--- config.mk ---
export PLATFORM = sky130hd
export DESIGN_NAME = text_ram_arbiter_flat
export DESIGN_NICKNAME = d
export VERILOG_FILES = /design/src/rtl/text_ram_arbiter_if.sv /design/src/rtl/text_ram_arbiter.sv /design/src/flat_wrapper.sv
export SDC_FILE = /design/constraint.sdc
export NUM_CORES = 1
export LEC_CHECK = 0
export ABC_AREA = 1
export CORE_MARGIN = 1
export CORE_UTILIZATION = 30
export DETAILED_ROUTE_END_ITERATION = 8
export PLACE_DENSITY = 0.7
export SKIP_CTS_REPAIR_TIMING = 1
export SYNTH_ARGS = -nofsm -noshare
export SYNTH_HDL_FRONTEND = slang
export SYNTH_SLANG_ARGS = --single-unit
--- constraint.sdc ---
create_clock -name clk -period 1.37 [get_ports clk]
set_clock_uncertainty 0.1 [all_clocks]
set_input_delay 0.137 -clock clk [delete_from_list [all_inputs] [get_ports clk]]
set_output_delay 0.137 -clock clk [all_outputs]
set_load 0.02 [all_outputs]
--- src/rtl/text_ram_arbiter_if.sv ---
// Bundle of requester-side and RAM-side signals around the text RAM arbiter.
// The slave view belongs to the arbiter; the master view belongs to the environment.
interface text_ram_arbiter_if #(
    parameter int A = 10,
    parameter int D = 8
);
    logic         vid_req;
    logic [A-1:0] vid_addr;
    logic         vid_valid;
    logic [D-1:0] vid_data;
    logic         cpu_req;
    logic         cpu_we;
    logic [A-1:0] cpu_addr;
    logic [D-1:0] cpu_din;
    logic         cpu_ack;
    logic [D-1:0] cpu_dout;
    logic         clr_start;
    logic [D-1:0] clr_char;
    logic         clr_done;
    logic         busy;
    logic         ram_we;
    logic [A-1:0] ram_addr;
    logic [D-1:0] ram_din;
    logic [D-1:0] ram_dout;

    modport slave (
        input  vid_req, vid_addr, cpu_req, cpu_we, cpu_addr, cpu_din,
               clr_start, clr_char, ram_dout,
        output vid_valid, vid_data, cpu_ack, cpu_dout, clr_done, busy,
               ram_we, ram_addr, ram_din
    );

    modport master (
        output vid_req, vid_addr, cpu_req, cpu_we, cpu_addr, cpu_din,
               clr_start, clr_char, ram_dout,
        input  vid_valid, vid_data, cpu_ack, cpu_dout, clr_done, busy,
               ram_we, ram_addr, ram_din
    );
endinterface

--- src/rtl/text_ram_arbiter.sv ---
// Shares the single text RAM port between video scanout, the clear engine and the CPU.
// Fixed priority video > clear > CPU; read data returns one cycle after each grant.
module text_ram_arbiter #(
    parameter int A = 10,
    parameter int D = 8
) (
    input  logic                clk,
    input  logic                reset,
    text_ram_arbiter_if.slave   bus
);

    typedef enum logic [0:0] {
        IDLE  = 1'b0,
        CLEAR = 1'b1
    } state_t;

    state_t       state_r;
    state_t       state_s;
    logic [A-1:0] clr_cnt_r;
    logic [A-1:0] clr_cnt_s;
    logic [D-1:0] clr_char_r;
    logic [D-1:0] clr_char_s;
    logic         clr_done_r;
    logic         clr_done_s;
    logic         vid_valid_r;
    logic         cpu_ack_r;

    logic         vid_gnt_s;
    logic         clr_gnt_s;
    logic         cpu_gnt_s;
    logic         ram_we_s;
    logic [A-1:0] ram_addr_s;
    logic [D-1:0] ram_din_s;

    // Per-cycle grant decision; cpu_ack_r doubles as the CPU in-flight flag.
    always_comb begin
        vid_gnt_s = 1'b0;
        clr_gnt_s = 1'b0;
        cpu_gnt_s = 1'b0;
        if (bus.vid_req) begin
            vid_gnt_s = 1'b1;
        end else if (state_r == CLEAR) begin
            clr_gnt_s = 1'b1;
        end else if (bus.cpu_req && !cpu_ack_r) begin
            cpu_gnt_s = 1'b1;
        end else begin
            vid_gnt_s = 1'b0;
        end
    end

    // RAM port steering for whichever requester holds the grant.
    always_comb begin
        ram_we_s   = 1'b0;
        ram_addr_s = bus.vid_addr;
        ram_din_s  = bus.cpu_din;
        if (vid_gnt_s) begin
            ram_addr_s = bus.vid_addr;
        end else if (clr_gnt_s) begin
            ram_we_s   = 1'b1;
            ram_addr_s = clr_cnt_r;
            ram_din_s  = clr_char_r;
        end else if (cpu_gnt_s) begin
            ram_we_s   = bus.cpu_we;
            ram_addr_s = bus.cpu_addr;
            ram_din_s  = bus.cpu_din;
        end else begin
            ram_we_s   = 1'b0;
        end
    end

    // Clear engine next state: video steals hold the counter, all-ones ends the sweep.
    always_comb begin
        state_s    = state_r;
        clr_cnt_s  = clr_cnt_r;
        clr_char_s = clr_char_r;
        clr_done_s = 1'b0;
        case (state_r)
            IDLE: begin
                if (bus.clr_start) begin
                    clr_char_s = bus.clr_char;
                    clr_cnt_s  = {A{1'b0}};
                    state_s    = CLEAR;
                end else begin
                    state_s    = IDLE;
                end
            end
            CLEAR: begin
                if (clr_gnt_s) begin
                    if (clr_cnt_r == {A{1'b1}}) begin
                        state_s    = IDLE;
                        clr_done_s = 1'b1;
                    end else begin
                        clr_cnt_s  = clr_cnt_r + {{(A-1){1'b0}}, 1'b1};
                    end
                end else begin
                    clr_cnt_s = clr_cnt_r;
                end
            end
            default: begin
                state_s = IDLE;
            end
        endcase
    end

    // State and response flag registers.
    always_ff @(posedge clk or posedge reset) begin
        if (reset) begin
            state_r     <= IDLE;
            clr_cnt_r   <= {A{1'b0}};
            clr_char_r  <= {D{1'b0}};
            clr_done_r  <= 1'b0;
            vid_valid_r <= 1'b0;
            cpu_ack_r   <= 1'b0;
        end else begin
            state_r     <= state_s;
            clr_cnt_r   <= clr_cnt_s;
            clr_char_r  <= clr_char_s;
            clr_done_r  <= clr_done_s;
            vid_valid_r <= vid_gnt_s;
            cpu_ack_r   <= cpu_gnt_s;
        end
    end

    // Read data is the RAM's own registered output, so it is passed straight through.
    assign bus.vid_valid = vid_valid_r;
    assign bus.vid_data  = bus.ram_dout;
    assign bus.cpu_ack   = cpu_ack_r;
    assign bus.cpu_dout  = cpu_ack_r ? bus.ram_dout : {D{1'b0}};
    assign bus.clr_done  = clr_done_r;
    assign bus.busy      = (state_r == CLEAR);
    assign bus.ram_we    = ram_we_s & ~reset;
    assign bus.ram_addr  = ram_addr_s;
    assign bus.ram_din   = ram_din_s;

endmodule

--- src/flat_wrapper.sv ---
// flat-port wrapper written by rule: the top's interface ports become plain ports
module text_ram_arbiter_flat 
#(
    parameter int A = 10,
    parameter int D = 8
)
  (clk, reset, bus_vid_req, bus_vid_addr, bus_cpu_req, bus_cpu_we, bus_cpu_addr, bus_cpu_din, bus_clr_start, bus_clr_char, bus_ram_dout, bus_vid_valid, bus_vid_data, bus_cpu_ack, bus_cpu_dout, bus_clr_done, bus_busy, bus_ram_we, bus_ram_addr, bus_ram_din);
  text_ram_arbiter_if #(.A(A), .D(D)) bus_i ();
  input  logic clk;
  input  logic reset;
  input wire logic [$bits(bus_i.vid_req)-1:0] bus_vid_req;
  input wire logic [$bits(bus_i.vid_addr)-1:0] bus_vid_addr;
  input wire logic [$bits(bus_i.cpu_req)-1:0] bus_cpu_req;
  input wire logic [$bits(bus_i.cpu_we)-1:0] bus_cpu_we;
  input wire logic [$bits(bus_i.cpu_addr)-1:0] bus_cpu_addr;
  input wire logic [$bits(bus_i.cpu_din)-1:0] bus_cpu_din;
  input wire logic [$bits(bus_i.clr_start)-1:0] bus_clr_start;
  input wire logic [$bits(bus_i.clr_char)-1:0] bus_clr_char;
  input wire logic [$bits(bus_i.ram_dout)-1:0] bus_ram_dout;
  output wire logic [$bits(bus_i.vid_valid)-1:0] bus_vid_valid;
  output wire logic [$bits(bus_i.vid_data)-1:0] bus_vid_data;
  output wire logic [$bits(bus_i.cpu_ack)-1:0] bus_cpu_ack;
  output wire logic [$bits(bus_i.cpu_dout)-1:0] bus_cpu_dout;
  output wire logic [$bits(bus_i.clr_done)-1:0] bus_clr_done;
  output wire logic [$bits(bus_i.busy)-1:0] bus_busy;
  output wire logic [$bits(bus_i.ram_we)-1:0] bus_ram_we;
  output wire logic [$bits(bus_i.ram_addr)-1:0] bus_ram_addr;
  output wire logic [$bits(bus_i.ram_din)-1:0] bus_ram_din;
  assign bus_i.vid_req = bus_vid_req;
  assign bus_i.vid_addr = bus_vid_addr;
  assign bus_i.cpu_req = bus_cpu_req;
  assign bus_i.cpu_we = bus_cpu_we;
  assign bus_i.cpu_addr = bus_cpu_addr;
  assign bus_i.cpu_din = bus_cpu_din;
  assign bus_i.clr_start = bus_clr_start;
  assign bus_i.clr_char = bus_clr_char;
  assign bus_i.ram_dout = bus_ram_dout;
  assign bus_vid_valid = bus_i.vid_valid;
  assign bus_vid_data = bus_i.vid_data;
  assign bus_cpu_ack = bus_i.cpu_ack;
  assign bus_cpu_dout = bus_i.cpu_dout;
  assign bus_clr_done = bus_i.clr_done;
  assign bus_busy = bus_i.busy;
  assign bus_ram_we = bus_i.ram_we;
  assign bus_ram_addr = bus_i.ram_addr;
  assign bus_ram_din = bus_i.ram_din;
  text_ram_arbiter #(.A(A), .D(D)) u_core (.clk(clk), .reset(reset), .bus(bus_i));
endmodule
==> results of run 1 <==
worst min path at each step:
stage	cells after the start	end	slack, ns	from
after floorplan	1	u_core.bus.clr_done	0.03	reset
after global placement	2	u_core.clr_char_r[5]	0.35	u_core.clr_char_r[5]
after detailed placement	2	u_core.clr_char_r[3]	0.36	u_core.clr_char_r[3]
after CTS	3	u_core.bus.vid_valid	0.19	reset
after global routing	3	u_core.clr_cnt_r[2]	0.20	reset
final	3	u_core.clr_cnt_r[2]	0.19	reset
metrics by stage:
step                      hold WS [ns]  area (um^2)  instances  setup TNS [ns]
after global placement          0.3538         2945        410          -17.51
after global routing            0.1979         3082        415          -9.835
after floorplan                0.02609         1777        230          -2.243
after CTS                       0.1889         3017        414          -21.24
after detailed placement        0.3597         2945        410          -17.99
final                           0.1852         3082        415          -7.647
layer usage:
layer	routed length (um)	part of all wire [%]	GRT usage, %
met2	2512	51	33.95
met5	0	0	0
met4	13	0.27	2.564
met3	373	7.6	2.332
met1	1987	41	21.32
logic make-up after synthesis:
| logic type | count (synthesis) |
|---|---|
| AO/OA/AOI/OAI | 27 |
| AND/OR/NAND/NOR | 131 |
| flip-flops | 22 |
| adder cells (fa/ha/maj) | 1 |
| buffers and inverters | 48 |
| XOR/XNOR | 1 |
worst register-to-register path, stage by stage (launching register included):
cell	delay, ns
sky130_fd_sc_hd__dfrtp_1	0.38
sky130_fd_sc_hd__ha_2	0.22
sky130_fd_sc_hd__nand2_4	0.06
sky130_fd_sc_hd__nor2_4	0.13
sky130_fd_sc_hd__nand3_4	0.12
sky130_fd_sc_hd__a21oi_4	0.26
sky130_fd_sc_hd__buf_12	0.18
sky130_fd_sc_hd__nand2_2	0.04
sky130_fd_sc_hd__o21ai_1	0.06
sequential cells by signal, indices dropped and copies added, names as in the netlist:
signal and flops:
u_core.clr_cnt_r 10, u_core.bus.busy 1, u_core.bus.vid_valid 1, u_core.bus.cpu_ack 1
u_core.bus.clr_done 1, u_core.clr_char_r 8
cell usage in the layout, fill, tap and decap left out, types with 2 or more instances in the layout:
cell type	count
sky130_fd_sc_hd__nand2_1	71
sky130_fd_sc_hd__buf_12	4
sky130_fd_sc_hd__o21ai_0	2
sky130_fd_sc_hd__o221ai_2	4
sky130_fd_sc_hd__inv_1	28
sky130_fd_sc_hd__dlymetal6s2s_1	11
sky130_fd_sc_hd__buf_6	9
sky130_fd_sc_hd__inv_2	3
sky130_fd_sc_hd__o21ai_1	3
sky130_fd_sc_hd__nand2_4	21
sky130_fd_sc_hd__buf_4	39
sky130_fd_sc_hd__clkbuf_8	3
sky130_fd_sc_hd__dfrtp_1	20
sky130_fd_sc_hd__nor2_4	5
sky130_fd_sc_hd__nand2_2	10
sky130_fd_sc_hd__nand3_4	2
sky130_fd_sc_hd__nor2_1	9
sky130_fd_sc_hd__clkbuf_2	16
sky130_fd_sc_hd__dfrtp_2	2
sky130_fd_sc_hd__o21ai_2	5
sky130_fd_sc_hd__nand3_1	10
sky130_fd_sc_hd__clkdlybuf4s50_1	49
sky130_fd_sc_hd__a21oi_4	3
sky130_fd_sc_hd__o211ai_1	5
power by group through the flow:
stage	Combinational [W]	Sequential, W	Clock (W)
after floorplan	0.000534	0.000847	0
after global placement	0.00112	0.000817	0
after detailed placement	0.00114	0.000821	0
after CTS	0.00115	0.000808	0.000627
after global routing	0.00126	0.000827	0.000646
final	0.00117	0.000814	0.000610
cell type report:
cell class / instances / area, um^2 / area share [%]
repair buffers: 129 / 1187 / 38.53
multi-input cells: 160 / 1050 / 34.06
flip-flops and latches: 22 / 553.0 / 17.95
inverters: 33 / 136.4 / 4.425
well taps: 67 / 83.83 / 2.720
clock buffers: 3 / 41.29 / 1.340
clock inverters: 1 / 30.03 / 0.9744
==> reports/qor.json, run 1 <==
{
  "cts_tree": {"value": "yes"},
  "vias_per_cell": {"value": 4.511},
  "initialDrtViolationCount": {"value": 86},
  "critical_path_cell_sequence": {"value": "inv_8, nand4_1, inv_2, buf_6, nand2_1, o211ai_1, buf_4"},
  "pwr_density_cell": {"value": 841.7, "unit": "nW/um^2"},
  "detail-route-antenna-nets": {"value": 0},
  "cts_root_buffer": {"value": "sky130_fd_sc_hd__clkbuf_8"},
  "synth_xor_area_share": {"value": 0.5738, "unit": "%"},
  "dr.pass1.iters": {"value": 4},
  "finalHoldViolations": {"value": 0},
  "route.detailed.wl_per_inst": {"value": 11.77, "unit": "um"},
  "cts.sink_count": {"value": 22},
  "asyncSetResetFlopFracSynth": {"value": 100.0, "unit": "%"},
  "cap_violations": {"value": 0},
  "synthTopCellsByArea": {"value": "sky130_fd_sc_hd__dfrtp_1 (36%), sky130_fd_sc_hd__nand2_1 (25%), sky130_fd_sc_hd__inv_1 (7.6%), sky130_fd_sc_hd__buf_4 (3.9%), sky130_fd_sc_hd__nand3_1 (3.6%)"},
  "power.switching_fraction": {"value": 33.34, "unit": "%"},
  "layout_worst_path_cycle_share": {"value": 126.1, "unit": "%"},
  "reg2reg_to": {"value": "u_core.clr_cnt_r[9]"},
  "totalPowerFinal": {"value": 0.002594, "unit": "W"},
  "irDropWorstVdd": {"value": 0.0004480, "unit": "V"},
  "worstPathBufferInverterCount": {"value": 4},
  "gp_congestion": {"value": 0.8398},
  "reg_clk_slew_reported_paths": {"value": 0.08, "unit": "ns"},
  "core_region_area": {"value": 4817, "unit": "um^2"},
  "globalRouteOverflowTotal": {"value": 0},
  "slowest_delay": {"value": 0.45, "unit": "ns"},
  "required_time_of_the_critical_path": {"value": 1.13, "unit": "ns"},
  "slew-limit-headroom": {"value": 84.18, "unit": "%"},
  "cellLeakagePower": {"value": 1.632, "unit": "nW"},
  "post_synth_edffs": {"value": 0},
  "first_global_vias": {"value": 1710},
  "hp-class": {"value": "input pin to async pin"},
  "post-route-worst-setup-slack": {"value": -0.3573, "unit": "ns"},
  "clk_latency_worst_skew_pair": {"value": 0.26, "unit": "ns"},
  "worstSetupEndpointType": {"value": "output port"},
  "comb_power_share": {"value": 45.1, "unit": "%"},
  "global_route_wire_length_before_repair": {"value": 7.458, "unit": "mm"},
  "yosys.area_share.adder": {"value": 0.8197, "unit": "%"},
  "post-route-drc-count": {"value": 0},
  "numPortBuffers": {"value": 88},
  "nNetsFinal": {"value": 400},
  "worstMarginPinSlew": {"value": 0.2369, "unit": "ns"},
  "worst_setup_path_endpoint": {"value": "bus_ram_addr[6]"},
  "row_count": {"value": 25},
  "synth_top_cells_by_count": {"value": "sky130_fd_sc_hd__nand2_1 (102), sky130_fd_sc_hd__inv_1 (31), sky130_fd_sc_hd__dfrtp_1 (22), sky130_fd_sc_hd__nand3_1 (11), sky130_fd_sc_hd__nor2_1 (11)"},
  "synth_area_per_cell": {"value": 6.637, "unit": "um^2"},
  "cts_inserted_buffers": {"value": 3},
  "report.final.setup_viol": {"value": 29},
  "yosysSeqAreaShare": {"value": 36.07, "unit": "%"},
  "instance_count_on_the_critical_path": {"value": 7},
  "total_die_area": {"value": 5377, "unit": "um^2"},
  "ctsHtreeMaxLevel": {"value": 1},
  "power_switching": {"value": 0.0008647, "unit": "W"},
  "synthesized_flop_and_latch_total": {"value": 22},
  "intPower": {"value": 0.001729, "unit": "W"},
  "drv_slew": {"value": 0},
  "die_w": {"value": 73.33, "unit": "um"},
  "simple_logic_cell_fraction_of_the_synthesized_area": {"value": 35.25, "unit": "%"},
  "fill_cells": {"value": 429},
  "cells_on_worst_reg2reg_path": {"value": 8},
  "timing.reg2reg.setup_slack": {"value": -0.24, "unit": "ns"},
  "failed_checks": {"value": "negative setup slack"},
  "synthesis.yosys.warnings": {"value": 0},
  "rsz0062_at_grt": {"value": "true"},
  "worst_setup_path_startpoint": {"value": "u_core.bus.busy"},
  "critical_path_class": {"value": "flop to output port"},
  "synth_fp_nets": {"value": 281},
  "drive_above_1_share": {"value": 38.79, "unit": "%"},
  "setup.worst_path.start_class": {"value": "flop"},
  "worstPathArrival": {"value": 1.49, "unit": "ns"},
  "clock_tree.buffer_depth": {"value": 2},
  "dp.final_hpwl": {"value": 3.858, "unit": "mm"},
  "power.share.sequential": {"value": 31.4, "unit": "%"},
  "ioPinCount": {"value": 89},
  "worstPathMaxFanout": {"value": 5},
  "final_core_utilization": {"value": 63.97, "unit": "%"},
  "crit_slowest_cell": {"value": "sky130_fd_sc_hd__dfrtp_2"},
  "syn-instance-count": {"value": 230},
  "area_growth": {"value": 101.9, "unit": "%"},
  "grt_usage": {"value": 17.69, "unit": "%"},
  "detail_route.wirelength": {"value": 4.885, "unit": "mm"},
  "power.clock.fraction": {"value": 23.5, "unit": "%"},
  "dominant_combinational_cell_family_by_area_after_synthesis": {"value": "simple AND/OR/NAND/NOR gates"},
  "dpl_worst_slack": {"value": -0.8338, "unit": "ns"},
  "grt_max_degree": {"value": 23},
  "dr_total_vias": {"value": 1872},
  "timing.critical_path.max_delay_family": {"value": "buffers and inverters"},
  "yosys_most_used_dff": {"value": "sky130_fd_sc_hd__dfrtp_1"},
  "status": {"value": "finished with violations"},
  "antenna_cells": {"value": 0},
  "netlist_area": {"value": 1526, "unit": "um^2"},
  "synth_cell_types": {"value": 26},
  "portion_of_netlist_area_occupied_by_mux_cells": {"value": 0, "unit": "%"},
  "max_freq": {"value": 578.9, "unit": "MHz"},
  "synth_top_area_share": {"value": 36.07, "unit": "%"},
  "number_of_antenna_violations_at_the_first_check_in_global_routing": {"value": 0},
  "finalWorstPathRequiredPeriod": {"value": 1.727, "unit": "ns"},
  "synth_compound_area_share": {"value": 12.62, "unit": "%"},
  "synthMostInstantiatedCell": {"value": "sky130_fd_sc_hd__nand2_1"},
  "floorplan.initialDensity": {"value": 31.69, "unit": "%"},
  "yosysTopAreaCell": {"value": "sky130_fd_sc_hd__dfrtp_1"},
  "critical_path.reg2reg.startpoint": {"value": "u_core.clr_cnt_r[0]"},
  "die_h": {"value": 73.33, "unit": "um"}
}
No activity file was read; power rests on OpenSTA's default activity.
==> inputs of run 2 (changes only) <==
CORE_MARGIN = not set   (was 1)
==> results of run 2 <==
Final layout, timing and power as in run 1 (identical DEF).
==> inputs of run 3 (changes only) <==
ABC_CLOCK_PERIOD_IN_PS = 1370   (was not set)
==> results of run 3 <==
Final layout, timing and power as in run 1 (identical DEF).
